==> src/rtl/divider_arbiter.sv <==
// divider_arbiter: round-robin front end that shares one fully pipelined signed divider
// among NUM_REQ requesters. Each issued operation carries its requester id down a tag
// pipeline that matches the divider latency, and the quotient returns tagged with that id.
// Optional build macro DIV_ZERO_BYPASS_EN: zero-divisor requests skip the divider and are
// answered locally with a saturated quotient and rsp_dz=1.
module divider_arbiter #(
  parameter int unsigned NUM_REQ         = 4,
  parameter int unsigned DIVIDEND_WIDTH  = 32,
  parameter int unsigned DIVISOR_WIDTH   = 24,
  parameter int unsigned DIV_LATENCY     = 34,
  parameter int unsigned MAX_OUTSTANDING = 8
) (
  input  logic                              sys_clk,
  input  logic                              sys_rst,
  input  logic [NUM_REQ-1:0]                req_valid,
  input  logic [NUM_REQ*DIVIDEND_WIDTH-1:0] req_dividend,
  input  logic [NUM_REQ*DIVISOR_WIDTH-1:0]  req_divisor,
  output logic [NUM_REQ-1:0]                req_ready,
  output logic [DIVIDEND_WIDTH-1:0]         div_dividend,
  output logic [DIVISOR_WIDTH-1:0]          div_divisor,
  output logic                              div_ivalid,
  input  logic [DIVIDEND_WIDTH-1:0]         div_quotient,
  input  logic                              div_ovalid,
  output logic                              rsp_valid,
  output logic [$clog2(NUM_REQ)-1:0]        rsp_id,
  output logic [DIVIDEND_WIDTH-1:0]         rsp_quotient,
`ifdef DIV_ZERO_BYPASS_EN
  output logic                              rsp_dz,
`endif
  output logic                              err_sync
);

  localparam int unsigned IdWidth  = $clog2(NUM_REQ);
  localparam int unsigned CntWidth = $clog2(MAX_OUTSTANDING + 1);
  localparam bit [IdWidth:0]    NumReqW = (IdWidth + 1)'(NUM_REQ);
  localparam bit [CntWidth-1:0] MaxCnt  = CntWidth'(MAX_OUTSTANDING);

  logic [NUM_REQ-1:0][CntWidth-1:0]     outstanding_q;
  logic [IdWidth-1:0]                   ptr_q;
  logic [IdWidth-1:0]                   issue_id_q;
  logic [DIV_LATENCY-1:0]               tag_valid_q;
  logic [DIV_LATENCY-1:0][IdWidth-1:0]  tag_id_q;

  logic [NUM_REQ-1:0]        eligible;
  logic [2*NUM_REQ-1:0]      elig_dbl;
  logic [NUM_REQ-1:0]        elig_rot;
  logic                      grant_any;
  logic [IdWidth-1:0]        grant_off;
  logic [IdWidth:0]          grant_sum;
  logic [IdWidth-1:0]        grant_id;
  logic [NUM_REQ-1:0]        grant;
  logic                      xfer;
  logic                      issue;
  logic [DIVIDEND_WIDTH-1:0] sel_dividend;
  logic [DIVISOR_WIDTH-1:0]  sel_divisor;
  logic [NUM_REQ-1:0]        cnt_inc;
  logic [NUM_REQ-1:0]        cnt_dec;
  logic                      tail_valid;
  logic [IdWidth-1:0]        tail_id;

  assign tail_valid = tag_valid_q[DIV_LATENCY-1];
  assign tail_id    = tag_id_q[DIV_LATENCY-1];

`ifdef DIV_ZERO_BYPASS_EN
  logic                      hold_valid_q;
  logic [IdWidth-1:0]        hold_id_q;
  logic [DIVIDEND_WIDTH-1:0] hold_quot_q;
  logic                      bypass_xfer;
  logic [DIVIDEND_WIDTH-1:0] sat_quot;

  assign bypass_xfer = xfer && (sel_divisor == '0);
  assign issue       = xfer && !bypass_xfer;
  // Saturate toward the sign of the dividend.
  assign sat_quot    = sel_dividend[DIVIDEND_WIDTH-1] ?
                       {1'b1, {(DIVIDEND_WIDTH-1){1'b0}}} : {1'b0, {(DIVIDEND_WIDTH-1){1'b1}}};
`else
  assign issue = xfer;
`endif

  // Requester eligibility: valid and below its in-flight credit limit.
  always_comb begin
    eligible = '0;
    for (int k = 0; k < int'(NUM_REQ); k++) begin
      eligible[k] = req_valid[k] && (outstanding_q[k] < MaxCnt);
`ifdef DIV_ZERO_BYPASS_EN
      // A full holding register cannot absorb another bypass result.
      if (hold_valid_q && (req_divisor[k*DIVISOR_WIDTH +: DIVISOR_WIDTH] == '0)) begin
        eligible[k] = 1'b0;
      end
`endif
    end
  end

  // Round-robin search: rotate eligibility so the pointer sits at bit 0, take lowest set bit.
  always_comb begin
    elig_dbl  = {eligible, eligible} >> ptr_q;
    elig_rot  = elig_dbl[NUM_REQ-1:0];
    grant_any = 1'b0;
    grant_off = '0;
    for (int i = int'(NUM_REQ) - 1; i >= 0; i--) begin
      if (elig_rot[i]) begin
        grant_any = 1'b1;
        grant_off = IdWidth'(i);
      end
    end
    grant_sum = {1'b0, ptr_q} + {1'b0, grant_off};
    grant_id  = (grant_sum >= NumReqW) ? IdWidth'(grant_sum - NumReqW) : grant_sum[IdWidth-1:0];
    grant     = '0;
    if (grant_any) begin
      grant[grant_id] = 1'b1;
    end
  end

  // No grants are offered while reset is held.
  assign req_ready = grant & {NUM_REQ{sys_rst}};
  assign xfer      = grant_any & sys_rst;

  // Operand mux for the granted requester.
  always_comb begin
    sel_dividend = '0;
    sel_divisor  = '0;
    for (int k = 0; k < int'(NUM_REQ); k++) begin
      if (grant[k]) begin
        sel_dividend = req_dividend[k*DIVIDEND_WIDTH +: DIVIDEND_WIDTH];
        sel_divisor  = req_divisor[k*DIVISOR_WIDTH +: DIVISOR_WIDTH];
      end
    end
  end

  // Issue register toward the divider; operands hold when idle.
  always_ff @(posedge sys_clk or negedge sys_rst) begin
    if (!sys_rst) begin
      div_ivalid   <= 1'b0;
      div_dividend <= '0;
      div_divisor  <= '0;
      issue_id_q   <= '0;
    end else begin
      div_ivalid <= issue;
      if (issue) begin
        div_dividend <= sel_dividend;
        div_divisor  <= sel_divisor;
        issue_id_q   <= grant_id;
      end
    end
  end

  // Round-robin pointer moves just past the granted requester.
  always_ff @(posedge sys_clk or negedge sys_rst) begin
    if (!sys_rst) begin
      ptr_q <= '0;
    end else if (xfer) begin
      ptr_q <= (grant_id == IdWidth'(NUM_REQ - 1)) ? '0 : grant_id + 1'b1;
    end
  end

  // Tag pipeline shadows the divider so the tail lines up with div_ovalid.
  always_ff @(posedge sys_clk or negedge sys_rst) begin
    if (!sys_rst) begin
      tag_valid_q <= '0;
      tag_id_q    <= '0;
    end else begin
      tag_valid_q[0] <= div_ivalid;
      tag_id_q[0]    <= issue_id_q;
      for (int i = 1; i < int'(DIV_LATENCY); i++) begin
        tag_valid_q[i] <= tag_valid_q[i-1];
        tag_id_q[i]    <= tag_id_q[i-1];
      end
    end
  end

  // Response register; the tag pipeline, not div_ovalid, decides when a result is real.
  always_ff @(posedge sys_clk or negedge sys_rst) begin
    if (!sys_rst) begin
      rsp_valid    <= 1'b0;
      rsp_id       <= '0;
      rsp_quotient <= '0;
`ifdef DIV_ZERO_BYPASS_EN
      rsp_dz       <= 1'b0;
      hold_valid_q <= 1'b0;
      hold_id_q    <= '0;
      hold_quot_q  <= '0;
`endif
    end else begin
      rsp_valid <= 1'b0;
`ifdef DIV_ZERO_BYPASS_EN
      rsp_dz    <= 1'b0;
`endif
      if (tail_valid) begin
        rsp_valid    <= 1'b1;
        rsp_id       <= tail_id;
        rsp_quotient <= div_quotient;
`ifdef DIV_ZERO_BYPASS_EN
        if (bypass_xfer) begin
          hold_valid_q <= 1'b1;
          hold_id_q    <= grant_id;
          hold_quot_q  <= sat_quot;
        end
      end else if (hold_valid_q) begin
        rsp_valid    <= 1'b1;
        rsp_id       <= hold_id_q;
        rsp_quotient <= hold_quot_q;
        rsp_dz       <= 1'b1;
        hold_valid_q <= 1'b0;
      end else if (bypass_xfer) begin
        rsp_valid    <= 1'b1;
        rsp_id       <= grant_id;
        rsp_quotient <= sat_quot;
        rsp_dz       <= 1'b1;
`endif
      end
    end
  end

  // Credit bookkeeping: increment on divider issue, decrement on a divider-sourced response.
  always_comb begin
    cnt_inc = '0;
    cnt_dec = '0;
    for (int k = 0; k < int'(NUM_REQ); k++) begin
      cnt_inc[k] = issue && grant[k];
`ifdef DIV_ZERO_BYPASS_EN
      cnt_dec[k] = rsp_valid && !rsp_dz && (rsp_id == IdWidth'(k));
`else
      cnt_dec[k] = rsp_valid && (rsp_id == IdWidth'(k));
`endif
    end
  end

  // Per-requester outstanding counters, saturating at both ends.
  always_ff @(posedge sys_clk or negedge sys_rst) begin
    if (!sys_rst) begin
      outstanding_q <= '0;
    end else begin
      for (int k = 0; k < int'(NUM_REQ); k++) begin
        if (cnt_inc[k] && !cnt_dec[k] && (outstanding_q[k] != MaxCnt)) begin
          outstanding_q[k] <= outstanding_q[k] + 1'b1;
        end else if (cnt_dec[k] && !cnt_inc[k] && (outstanding_q[k] != '0)) begin
          outstanding_q[k] <= outstanding_q[k] - 1'b1;
        end
      end
    end
  end

  // Sticky flag for any disagreement between the divider strobe and the tag tail.
  always_ff @(posedge sys_clk or negedge sys_rst) begin
    if (!sys_rst) begin
      err_sync <= 1'b0;
    end else if (div_ovalid != tail_valid) begin
      err_sync <= 1'b1;
    end
  end

endmodule

==> config.mk <==
export PLATFORM = sky130hd
export DESIGN_NAME = divider_arbiter
export DESIGN_NICKNAME = d
export VERILOG_FILES = /design/src/rtl/divider_arbiter.sv
export SDC_FILE = /design/constraint.sdc
export NUM_CORES = 1
export LEC_CHECK = 0
export BUFFER_PORTS_ARGS = -buffer_cell sky130_fd_sc_hd__buf_4
export CORE_MARGIN = 3
export CORE_UTILIZATION = 30
export DETAILED_ROUTE_END_ITERATION = 7
export PLACE_DENSITY = 0.57
export SYNTH_ARGS = -nofsm -noshare
export SYNTH_HDL_FRONTEND = slang
export SYNTH_SLANG_ARGS = --single-unit
==> constraint.sdc <==
create_clock -name sys_clk -period 5.55 [get_ports sys_clk]
set_input_delay 1.11 -clock sys_clk [delete_from_list [all_inputs] [get_ports sys_clk]]
set_output_delay 1.11 -clock sys_clk [all_outputs]
set_load 0.005 [all_outputs]
# Yosys cells after proc, flatten, opt, wreduce, memory -nomap -nowiden
# Cells that the tools add are included.
# op_classes
add_sub_neg,11
n_mul,0
div,0
n_lt_le_gt_ge,7
eq_ne,9
shift,1
muxes,30
n_bitwise,2
reduce_logical,46
# op_table
operator,count
$mux 32,4
$mux 24,4
$mux 4,9
$logic_and 1x1->1,29
$add 4x1->4 const B,4
$lt 4x4->1 const B,4
$ne 4x4->1 const B,4
$reduce_bool 4->1,4
$sub 4x1->4 const B,4
$mux 2,6
$logic_not 1->1,8
$reduce_bool 2->1,4
$shr 8x2->4,1
$eq 2x2->1 const B,3
$mux 1,6
$and 4x4->4,1
$add 2x2->3,1
$ge 3x3->1 const B,1
$lt 2x3->1 const B,1
$add 2x1->2 const B,1
$demux 1 s2,1
$eq 2x1->1 const B,1
$ge 2x1->1 const B,1
$logic_not 2->1,1
3 further kinds,3
# totals
reg_bits,215
latchBits,0
mem_bits_rw,0
rom_bits,0
inputBits,263
output_inout_bits,97
wordCells,154
memories,0

# Logic depth before layout (Yosys ltp)
# Gate-level depths: netlist (run 1).
# depth
word_depth,21
ltp_mapped,20

# Worst setup path after synthesis (run 1)
# Ideal clock, no wire load.
# synth_path
path_type,input-to-reg
startpoint,input port req_valid[0]
endpoint,register outstanding_q[11] in the netlist's numbering
arrival_ns,4.485
t_required_ns,5.412
setup_slack_ns,0.927
stages,17
path_cell_list,nor2b_4 > buf_6 > nor3_1 > a311oi_1 > o211ai_1 > ha_1 > clkbuf_1 > nand2b_1 > or2_1 > a211o_1 > a21oi_1 > nand2_1 > ha_1 > a21o_1 > a21oi_1 > or3_1 > mux4_2
# synth_via
elab_chain_cells,19
elab_cells_between_ends,29
cone_classes,add/sub: 2; order compare: 3; shift: 1; mux: 13; bitwise: 1; reduce/logical: 9
# synth_lines
element,line_no,rtl
"start, declared",15,"input logic [NUM_REQ-1:0] req_valid,"
$logic_and 1x1->1 *,84,eligible[k] = req_valid[k] && (outstanding_q[k] < MaxCnt);
$shr 8x2->4 *,96,"elig_dbl = {eligible, eligible} >> ptr_q;"
$mux 2 (3 in a row),101,if (elig_rot[i]) begin
$mux 2 *,101,
$add 2x2->3 *,106,"grant_sum = {1'b0, ptr_q} + {1'b0, grant_off};"
$ge 3x3->1 / $sub 2x1->2 (equally long branches),107,grant_id = (grant_sum >= NumReqW) ? IdWidth'(grant_sum - NumReqW) : grant_sum[IdWidth-1:0];
$mux 2 *,107,
via grant_id[0],50,logic [IdWidth-1:0] grant_id;
$lt 2x3->1 (implied by the code) / $ge 2x1->1 (equally long branches),110,grant[grant_id] = 1'b1;
$logic_and 1x1->1 (implied by the code),110,
$mux 1 (implied by the code),110,
$demux 1 s2 *,110,
$mux 4 *,109,if (grant_any) begin
$logic_and 1x1->1 *,219,cnt_inc[k] = issue && grant[k];
$logic_not 1->1,236,end else if (cnt_dec[k] && !cnt_inc[k] && (outstanding_q[k] != '0)) begin
$logic_and 1x1->1 (2 in a row),236,
$reduce_bool 2->1 (no line),-,
"end signal, assigned by index",235,outstanding_q[k] <= outstanding_q[k] + 1'b1;
"end signal, assigned by index",237,outstanding_q[k] <= outstanding_q[k] - 1'b1;
"end, declared",38,logic [NUM_REQ-1:0][CntWidth-1:0] outstanding_q;
# Mark *: on every way through the listed nets, which the timed path passes. The rest lies on a longest branch.
# A chain may end at the register's enable or synchronous reset.

# Worst setup path after layout (run 1)
# layout_path
startpoint,register ptr_q[0]
endpoint,output port req_ready[1]
# layout_via
elab_chain_cells,14
elab_cells_between_ends,20
cone_classes,add/sub: 2; order compare: 3; shift: 1; mux: 12; bitwise: 1; reduce/logical: 1
# layout_lines
element,line_no,rtl
"start, declared",39,logic [IdWidth-1:0] ptr_q;
"start signal, assigned",152,ptr_q <= (grant_id == IdWidth'(NUM_REQ - 1)) ? '0 : grant_id + 1'b1;
$shr 8x2->4,96,
$mux 2 (4 in a row),101,
$add 2x2->3 *,106,
$ge 3x3->1 / $sub 2x1->2 (equally long branches),107,
$mux 2 *,107,
via grant_id[0],50,
$lt 2x3->1 (implied by the code) / $ge 2x1->1 (equally long branches),110,
$logic_and 1x1->1 (implied by the code),110,
$mux 1 (implied by the code),110,
$demux 1 s2 *,110,
$mux 4 *,109,
$and 4x4->4 *,115,assign req_ready = grant & {NUM_REQ{sys_rst}};
"end, declared",18,"output logic [NUM_REQ-1:0] req_ready,"
# Marked as above.

==> metrics.yaml, run 1 <==
status: "finished clean"
coreArea_um2: 31100
synth_area_um2: 9630
ctsResizeCount: 0
instances_no_fill: 1537
grt_first_pass_wirelength_um: 43100
fin_nets: 1400
synthTopCellsByArea: "dfrtp_1 56%, mux2_2 11%, a221oi_1 5.1%"
arrival_ps: 3750
tns_ps: 0
ff2ff_path_depth: 14
setup_viol: 0
synth-seq-area-share_pct: 55.9
p_per_area_nw_per_um2: 630
initial_core_util_pct: 30.9
synth-warning-count: 0
postCtsSetupBuffers: 0
synth_seq_cells: 215
antenna_left: 0
detail_route.vias_per_cell: 4.96
postSynthAreaPerCell_um2: 12.4
hold_violations: 0
ctsHoldBuffers: 0
whs_path_depth: 0
clkTransAtPathRegs_ps: 60
die_y_um: 185
vias: 7620
numCtsBuffers: 24
grt_usage_pct: 15.7
drive_above_1_share_pct: 47.5
yosysTopAreaCell: "dfrtp_1"
gp_congestion: 0.836
relSlewSlack_pct: 33.9
timing.fmax_ghz: 0.206
cp_max_fo: 26
grt_max_degree: 81
cts_tree: "built"
syn_to_final_growth_pct: 41.5
dpl.cell_count: 1493
wire_per_inst_um: 18.4
dr.pass1.iters: 4
skew_ps: 18.1
worstSetupEndpointType: "primary output"
worst_pin_slew_ps: 991
antenna_found_initial: 0
leakage_nw: 6.07
max-cap-violations: 0
ys_types: 66
drc_errors: 0
grt_overflow: 0
die_w_um: 185
dp_hpwl_um: 20500
ioPinCount: 360
port_buffers: 359
critPathLaunchType: "flop"
ys.flop_type: "dfrtp_1"
drt-total-wl_um: 28300
clkSinkCount: 215
finalMaxSlewViolations: 0
cts_root_buffer: "clkbuf_16"
hold_class: "reg2reg"
rsz0062_at_grt: "false"
period_share_pct: 87.5
final_core_util_pct: 43.8
synth_top_area_share_pct: 55.9
power_mw: 8.58
async_flop_share_pct: 100
drtIter0Drc: 439
n_antenna_cell: 0
place_area_um2: 12700
synth_edf_count: 0
grt_pass1_vias: 7775
min_period_ps: 4860
fin_area_um2: 13600
required_ps: 4440
synthesis.instances: 778
htreeDepth: 1
num_rows: 64
path_class: "reg2out"
insertion_delay_ps: 520
synthesis.nets: 1055
die_area_um2: 34300
ir_worst_vdd_uv: 432
cts_buffer_depth: 3
[registers in the layout (all words and copies together) (netlist names), 2 cells and up]
signal / cells
div_dividend: 32
div_divisor: 24
issue_id_q: 2
outstanding_q: 16
ptr_q: 2
rsp_id: 2
rsp_quotient: 32
tag_id_q: 66
tag_valid_q: 34
tail_id: 2
[cells by family (layout without fill, tap and decap cells)]
group,Yosys count,in the layout,share of synthesized area [%]
AOI/OAI and AO/OA,181,181,14.4
xor gates and xnor gates,9,9,0.818
adders and majority gates,14,14,2.13
buffers and inverters,66,429,3.12
DFF,215,215,55.9
muxes,105,105,12.3
and+or+nand+nor,188,188,11.4
[metrics by stage]
stage / hold WS (ps) / setup WS, ps
floorplan: 331 / 927
global placement: 333 / 722
detailed placement: 335 / 608
CTS: 333 / 670
global route: 337 / 500
finish: 327 / 691
[path summary, 6_finish.rpt]
path | startpoint | endpoint | slack [ps]
setup / recovery | ptr_q[0] | req_ready[1] | 690
hold / removal | tag_valid_q[18] | tag_valid_q[19] | 330
setup reg to reg | ptr_q[0] | outstanding_q[11] | 1090
hold reg to reg | tag_valid_q[18] | tag_valid_q[19] | 330
max in group asynchronous | sys_rst | div_divisor[17] | 3660
min in group asynchronous | sys_rst | rsp_quotient[23] | 530
[cell type report]
type	count	area (um2)
Clock buffer	31	677
Inverter	10	37.5
Sequential cell	215	5380
Timing Repair Buffer	375	2850
Fill cell	2933	17500
Multi-Input combinational cell	497	3980
Tap cell	396	495
Clock inverter	13	208
[worst max-delay path, cell delays in order, from the launching register on]
cell,delay (ps)
dfrtp_1,990
inv_1,330
o2111ai_1,170
o211ai_1,160
ha_4,310
buf_4,350
nand2_1,160
a2111oi_4,410
nor2_2,150
inv_2,100
buf_4,110
[cells in the mapped netlist, types with 3 or more instances]
master,instances
a21o_1,7
nand2b_1,7
nor3b_1,3
buf_4,4
fa_1,4
nor3_1,7
mux2i_1,8
nand3_1,8
nor2_1,66
a211o_1,3
o21ai_0,61
o211ai_1,5
o2111ai_1,4
mux2_2,96
buf_6,3
a21oi_1,16
clkbuf_1,28
xor2_1,3
a2111oi_4,4
or3_1,5
buf_2,12
nand3b_1,59
nand2_1,11
inv_1,8
a221oi_1,56
xnor2_1,6
o21a_1,3
dfrtp_1,215
ha_1,10
buf_1,9
or4_1,3
[cell usage in the layout (no fill, tap or decap), drive strengths merged, types with 8 or more instances in the layout]
master,count
a221oi,56
nand3b,59
nand2b,9
clkbuf,31
nor3,8
mux2i,8
inv,10
buf,375
ha,10
nand3,8
o21ai,62
mux2,96
dfrtp,215
nor2,68
a21oi,16
nand2,11
[power by group]
part	total [mW]	switching (mW)	internal, mW	leakage, nW
combinational	4.11	2.15	1.96	3.10
sequential	2.74	0.434	2.30	2.53
clock	1.74	0.642	1.10	0.435
total	8.58	3.22	5.36	6.07
[routing by layer]
metal  global-route usage, %  vias up  share of wire (%)
li1                        -     3564                  -
met2                    26.0      287                 48
met5                       0        -                  0
met3                    3.69       39                7.3
met1                    21.1     3730                 42
met4                    3.30        0                2.0
No activity file was read; power rests on OpenSTA's default activity.
==> run 2, diff against run 1 <==
Settings changed: CTS_BUF_LIST set to sky130_fd_sc_hd__clkbuf_8 sky130_fd_sc_hd__clkbuf_16.
==> metrics.yaml, run 2 (synthesis results as in run 1) <==
cts_tree: "built"
whs_path_depth: 0  # unchanged
grt_pass1_vias: 7775  # unchanged
setup_viol: 0  # unchanged
numCtsBuffers: 24  # unchanged
grt_first_pass_wirelength_um: 43100  # unchanged
min_period_ps: 4860  # +0.369 ps
drt-total-wl_um: 28300  # about the same
largest_reg_flops: 66  # unchanged
syn_to_final_growth_pct: 41.5  # unchanged
tns_ps: 0  # unchanged
drive_above_1_share_pct: 47.5  # unchanged
detail_route.vias_per_cell: 4.95  # about the same
grt_overflow: 0  # unchanged
ioPinCount: 360  # unchanged
hold_class: "reg2reg"
layout_commonest_cell: "buf_4"
clkSinkCount: 215  # unchanged
drtIter0Drc: 438  # -0.23%
rsz0062_at_grt: "false"
period_share_pct: 87.5  # about the same
clkTransAtPathRegs_ps: 60  # about the same
fin_area_um2: 13600  # unchanged
timing.fmax_ghz: 0.206  # about the same
htreeDepth: 1  # unchanged
cts_root_buffer: "clkbuf_16"
vias: 7614  # -0.079%
critPathLaunchType: "flop"
place_area_um2: 12700  # unchanged
arrival_ps: 3750  # about the same
cp_max_fo: 26  # unchanged
grt_usage_pct: 15.7  # unchanged
hold_violations: 0  # unchanged
relSlewSlack_pct: 33.9  # unchanged
gp_congestion: 0.836  # unchanged
finalMaxSlewViolations: 0  # unchanged
max-cap-violations: 0  # unchanged
fin_nets: 1400  # unchanged
cts_buffer_depth: 3  # unchanged
p_per_area_nw_per_um2: 630  # about the same
worst_pin_slew_ps: 991  # unchanged
n_antenna_cell: 0  # unchanged
skew_ps: 18.2  # +0.136 ps
ctsResizeCount: 0  # unchanged
die_area_um2: 34300  # unchanged
regMostFlops: "tag_id_q"
ff2ff_path_depth: 14  # unchanged
coreArea_um2: 31100  # unchanged
status: "finished clean"
drc_errors: 0  # unchanged
reg2reg_from: "ptr_q[0]"
path_class: "reg2out"
worstSetupEndpointType: "primary output"
grt_max_degree: 81  # unchanged
dp_hpwl_um: 20500  # unchanged
required_ps: 4440  # about the same
leakage_nw: 6.07  # +0.14%
top_regs: "tag_id_q x66, tag_valid_q x34"
ctsHoldBuffers: 0  # unchanged
ff2ff_setup_slack_ps: 1090  # about the same
die_y_um: 185  # unchanged
ir_worst_vdd_uv: 433  # +0.13%
antenna_left: 0  # unchanged
antenna_found_initial: 0  # unchanged
die_w_um: 185  # unchanged
dr.pass1.iters: 4  # unchanged
insertion_delay_ps: 520  # about the same
num_rows: 64  # unchanged
postCtsSetupBuffers: 0  # unchanged
port_buffers: 359  # unchanged
wire_per_inst_um: 18.4  # about the same
initial_core_util_pct: 30.9  # unchanged
final_cell_mix: "372 x buf_4, 215 x dfrtp_1, 96 x mux2_2"
hold_start: "tag_valid_q[18]"
startpoint: "ptr_q[0]"
==> run 2: cell types whose count changed in the layout (fill, tap and decap cells not counted), sizes merged <==
cell    delta
inv        +2
clkbuf     -2
==> run 2: report_power, final <==
part / leakage (nW) / switching [mW] / internal (mW) / total [mW]
Clock: 0.444 / 0.643 / 1.09 / 1.73
Sequential: 2.53 / 0.433 / 2.30 / 2.74
Combinational: 3.10 / 2.15 / 1.96 / 4.11
==> run 2: final timing paths <==
kind                                      to
max                             req_ready[1]
min                          tag_valid_q[19]
max reg2reg                outstanding_q[11]
min reg2reg                  tag_valid_q[19]
max in group asynchronous    div_dividend[3]
min in group asynchronous   rsp_quotient[23]
==> run 2: final cells by class <==
cell class              instances  area (um2)
clock inverters                15         215
fillers                      2933       17500
well taps                     396         495
flip-flops and latches        215        5380
multi-input cells             497        3980
clock buffers                  29         669
inverters                      10        37.5
repair buffers                375        2850
==> run 2: per-layer routing <==
layer / up-vias / part of all wire, % / wire, um / GRT usage (%)
li1: 3565 / - / - / -
met1: 3728 / 43 / 12100 / 21.1
met2: 282 / 48 / 13700 / 26.0
met3: 39 / 7.0 / 1990 / 3.69
met4: 0 / 2.0 / 570 / 3.30
met5: - / 0 / 0 / 0
==> run 2: per-stage QoR <==
step	setup WS [ps]	util (%)	hold WS (ps)	cells	power [mW]
2_1_floorplan	927	-	331	778	5.29
3_3_place_gp	722	40.9	333	1493	6.85
3_5_place_dp	608	40.9	335	1493	6.90
4_1_cts	670	43.8	333	1537	8.71
5_1_grt	500	43.8	337	1537	9.24
6_report	691	43.8	327	1537	8.58
==> run 2: worst max-delay path, cell delays in order, from the launching register on <==
cell and delay [ps]:
dfrtp_1 990, inv_1 330, o2111ai_1 170, o211ai_1 160, ha_4 310, buf_4 350
nand2_1 160, a2111oi_4 410, nor2_2 150, inv_2 100, buf_4 110
==> run 3, diff against run 2 <==
Settings changed: ABC_AREA set to 1, CTS_CLUSTER_SIZE set to 30.
==> metrics.yaml, run 3 <==
drt-total-wl_um: 32500  # +15%
layout_commonest_cell: "nand2_1"
synth-seq-area-share_pct: 54.3  # -1.6 points
ioPinCount: 360  # unchanged
synthesis.instances: 1151  # +48%
grt_max_degree: 82  # +1.2%
place_area_um2: 12900  # +1.3%
synth_most_common_cell: "nand2_1"
cts_tree: "built"
die_y_um: 188  # +1.4%
status: "finished clean"
numCtsBuffers: 25  # +4.2%
syn_to_final_growth_pct: 38.6
cts_buffer_depth: 3  # unchanged
worst_pin_slew_ps: 1180  # +187 ps
die_w_um: 188  # +1.4%
min_to: "tag_id_q[57]"
synth-warning-count: 0  # unchanged
path_class: "in2out"
ir_worst_vdd_uv: 680  # +57%
drive_above_1_share_pct: 29.7  # -18 points
die_area_um2: 35200  # +2.8%
p_switching_mw: 4.94  # +53%
antenna_left: 0  # unchanged
p_seq_share_pct: 26.1  # -5.8 points
coreArea_um2: 32000  # +2.9%
setup_ws_ps: 1160  # +467 ps
gp_congestion: 0.888  # +6.2%
clkSinkCount: 215  # unchanged
yosysTopAreaCell: "dfrtp_1"
required_ps: 4440  # about the same
worstSetupEndpointType: "primary output"
clkTransAtPathRegs_ps: 60  # about the same
synthesis.nets: 1428  # +35%
hold_violations: 0  # unchanged
postCtsSetupBuffers: 0  # unchanged
dp_hpwl_um: 23000  # +12%
tns_ps: 0  # unchanged
top_regs: "tag_id_q x66, tag_valid_q x34"
synth_top_area_share_pct: 54.3  # -1.6 points
setup_viol: 0  # unchanged
cp_max_fo: 26  # unchanged
grt_overflow: 0  # unchanged
finalMaxSlewViolations: 0  # unchanged
regMostFlops: "tag_id_q"
arrival_ps: 3280  # -470 ps
drc_errors: 0  # unchanged
ys.flop_type: "dfrtp_1"
ff2ff_setup_slack_ps: 1740  # +650 ps
max-cap-violations: 0  # unchanged
p_per_area_nw_per_um2: 741  # +18%
min_period_ps: 4390  # -467 ps
largest_reg_flops: 66  # unchanged
leakage_nw: 7.48  # +23%
relSlewSlack_pct: 21.2  # -13 points
vias: 9311  # +22%
wire_per_inst_um: 16.9  # -8.4%
detail_route.vias_per_cell: 4.83  # -2.4%
yosys-top-cells-count: "373 x nand2_1, 215 x dfrtp_1, 117 x nand4_1"
htreeDepth: 1  # unchanged
synthTopCellsByArea: "dfrtp_1 54%, nand2_1 14%, nand4_1 7.4%"
ctsHoldBuffers: 0  # unchanged
whs_path_depth: 0  # unchanged
drtIter0Drc: 480  # +9.6%
async_flop_share_pct: 100  # unchanged
ys_types: 34  # -48%
power_mw: 10.2  # +19%
fin_area_um2: 13700  # +0.78%
final_cell_mix: "372 x nand2_1, 370 x buf_4, 215 x dfrtp_1"
ff2ff_path_depth: 23  # +9
critPathLaunchType: "input pin"
fin_nets: 1749  # +25%
grt_usage_pct: 17.7  # +2.0 points
synth_seq_cells: 215  # unchanged
postSynthAreaPerCell_um2: 8.61  # -30%
synth_edf_count: 0  # unchanged
pwr-share-comb_pct: 58.0  # +10 points
num_rows: 65  # +1.6%
skew_ps: 5.45  # -12.8 ps
hold_class: "reg2reg"
internal_power_mw: 5.24  # -2.2%
cts_root_buffer: "clkbuf_16"
insertion_delay_ps: 520  # about the same
timing.fmax_ghz: 0.228  # +11%
place_ws_ps: 1110  # +503 ps
grt_first_pass_wirelength_um: 50700  # +18%
reg2reg_to: "outstanding_q[15]"
port_buffers: 359  # unchanged
antenna_found_initial: 1  # +1
startpoint: "req_valid[1]"
initial_core_util_pct: 30.9  # about the same
grt_pass1_vias: 9142  # +18%
dr.pass1.iters: 5  # +1
period_share_pct: 79.1  # -8.4 points
ctsResizeCount: 0  # unchanged
hold_start: "tag_id_q[55]"
reg2reg_from: "ptr_q[0]"
synth_area_um2: 9910  # +2.9%
swShare_pct: 48.5  # +11 points
rsz0062_at_grt: "false"
pwr-share-clk_pct: 15.9  # -4.3 points
==> run 3: changes by cell type after synthesis, sizes merged, moves of 8 or more <==
cell    change
nand3      +82
mux2i       -8
nand2     +373
inv        +85
nor2       -62
nand2b      -9
a21oi      +41
nand4     +117
mux2       -96
buf        +26
a221oi     -56
nand3b     -58
==> run 3: power by group through the flow <==
| stage | logic, mW | registers, mW | clock network (mW) |
|---|---|---|---|
| 6_report | 5.91 | 2.66 | 1.62 |
| 5_1_grt | 6.59 | 2.75 | 1.74 |
| 4_1_cts | 5.93 | 2.66 | 1.68 |
| 3_5_place_dp | 5.94 | 2.67 | 0 |
| 3_3_place_gp | 5.88 | 2.66 | 0 |
| 2_1_floorplan | 4.11 | 2.59 | 0 |
==> run 3: per-layer routing <==
metal	GRT usage, %	wire length [um]	vias to the layer above
li1	-	-	4453
met1	23.1	13900	4388
met2	28.6	14700	396
met3	4.32	2540	74
met4	6.32	1280	0
met5	0	0	-
==> run 3: logic make-up (layout without fill, tap and decap cells) <==
family / after synthesis / in the layout / share of synthesized area, %
xor+xnor: 7 / 7 / 0.619
simple gates: 602 / 602 / 28.1
compound gates: 137 / 137 / 7.17
buf+inv: 176 / 515 / 7.77
other cells: 0 / 1 / 0
flops: 215 / 215 / 54.3
fa+ha+maj: 14 / 14 / 2.07
==> run 3: worst max-delay path, cell delays in order <==
cell      delay, ps
buf_4           120
nand3_1          90
nand3_1          90
nand2_1         110
nand3_1          70
a21boi_0        210
ha_1            200
xor2_1          300
inv_2            80
nand3_4         120
nand2_8         170
ha_2            250
nand3_1         140
inv_2            60
buf_4           140
==> run 3: worst max-delay path by stage <==
stage	endpoint	depth (start not counted)
after CTS	req_ready[3]	15
after floorplan	req_ready[3]	14
after global routing	req_ready[3]	14
after detailed placement	outstanding_q[15]	23
final	req_ready[3]	15
after global placement	outstanding_q[15]	23
==> run 3: area by class of cell <==
| type | instances | area, um2 |
|---|---|---|
| fillers | 3291 | 18300 |
| well taps | 435 | 544 |
| multi-input cells | 760 | 3780 |
| flip-flops and latches | 215 | 5380 |
| diodes | 1 | 2.50 |
| inverters | 97 | 369 |
| clock buffers | 29 | 681 |
| clock inverters | 16 | 145 |
| repair buffers | 373 | 2830 |
==> run 3: per-stage QoR <==
stage               hold WS, ps  std cells  util [%]
CTS                         345       1925      42.9
finish                      344       1926      42.9
detailed placement          335       1880      40.3
global route                352       1926      42.9
global placement            332       1880      40.3
floorplan                   331       1151         -
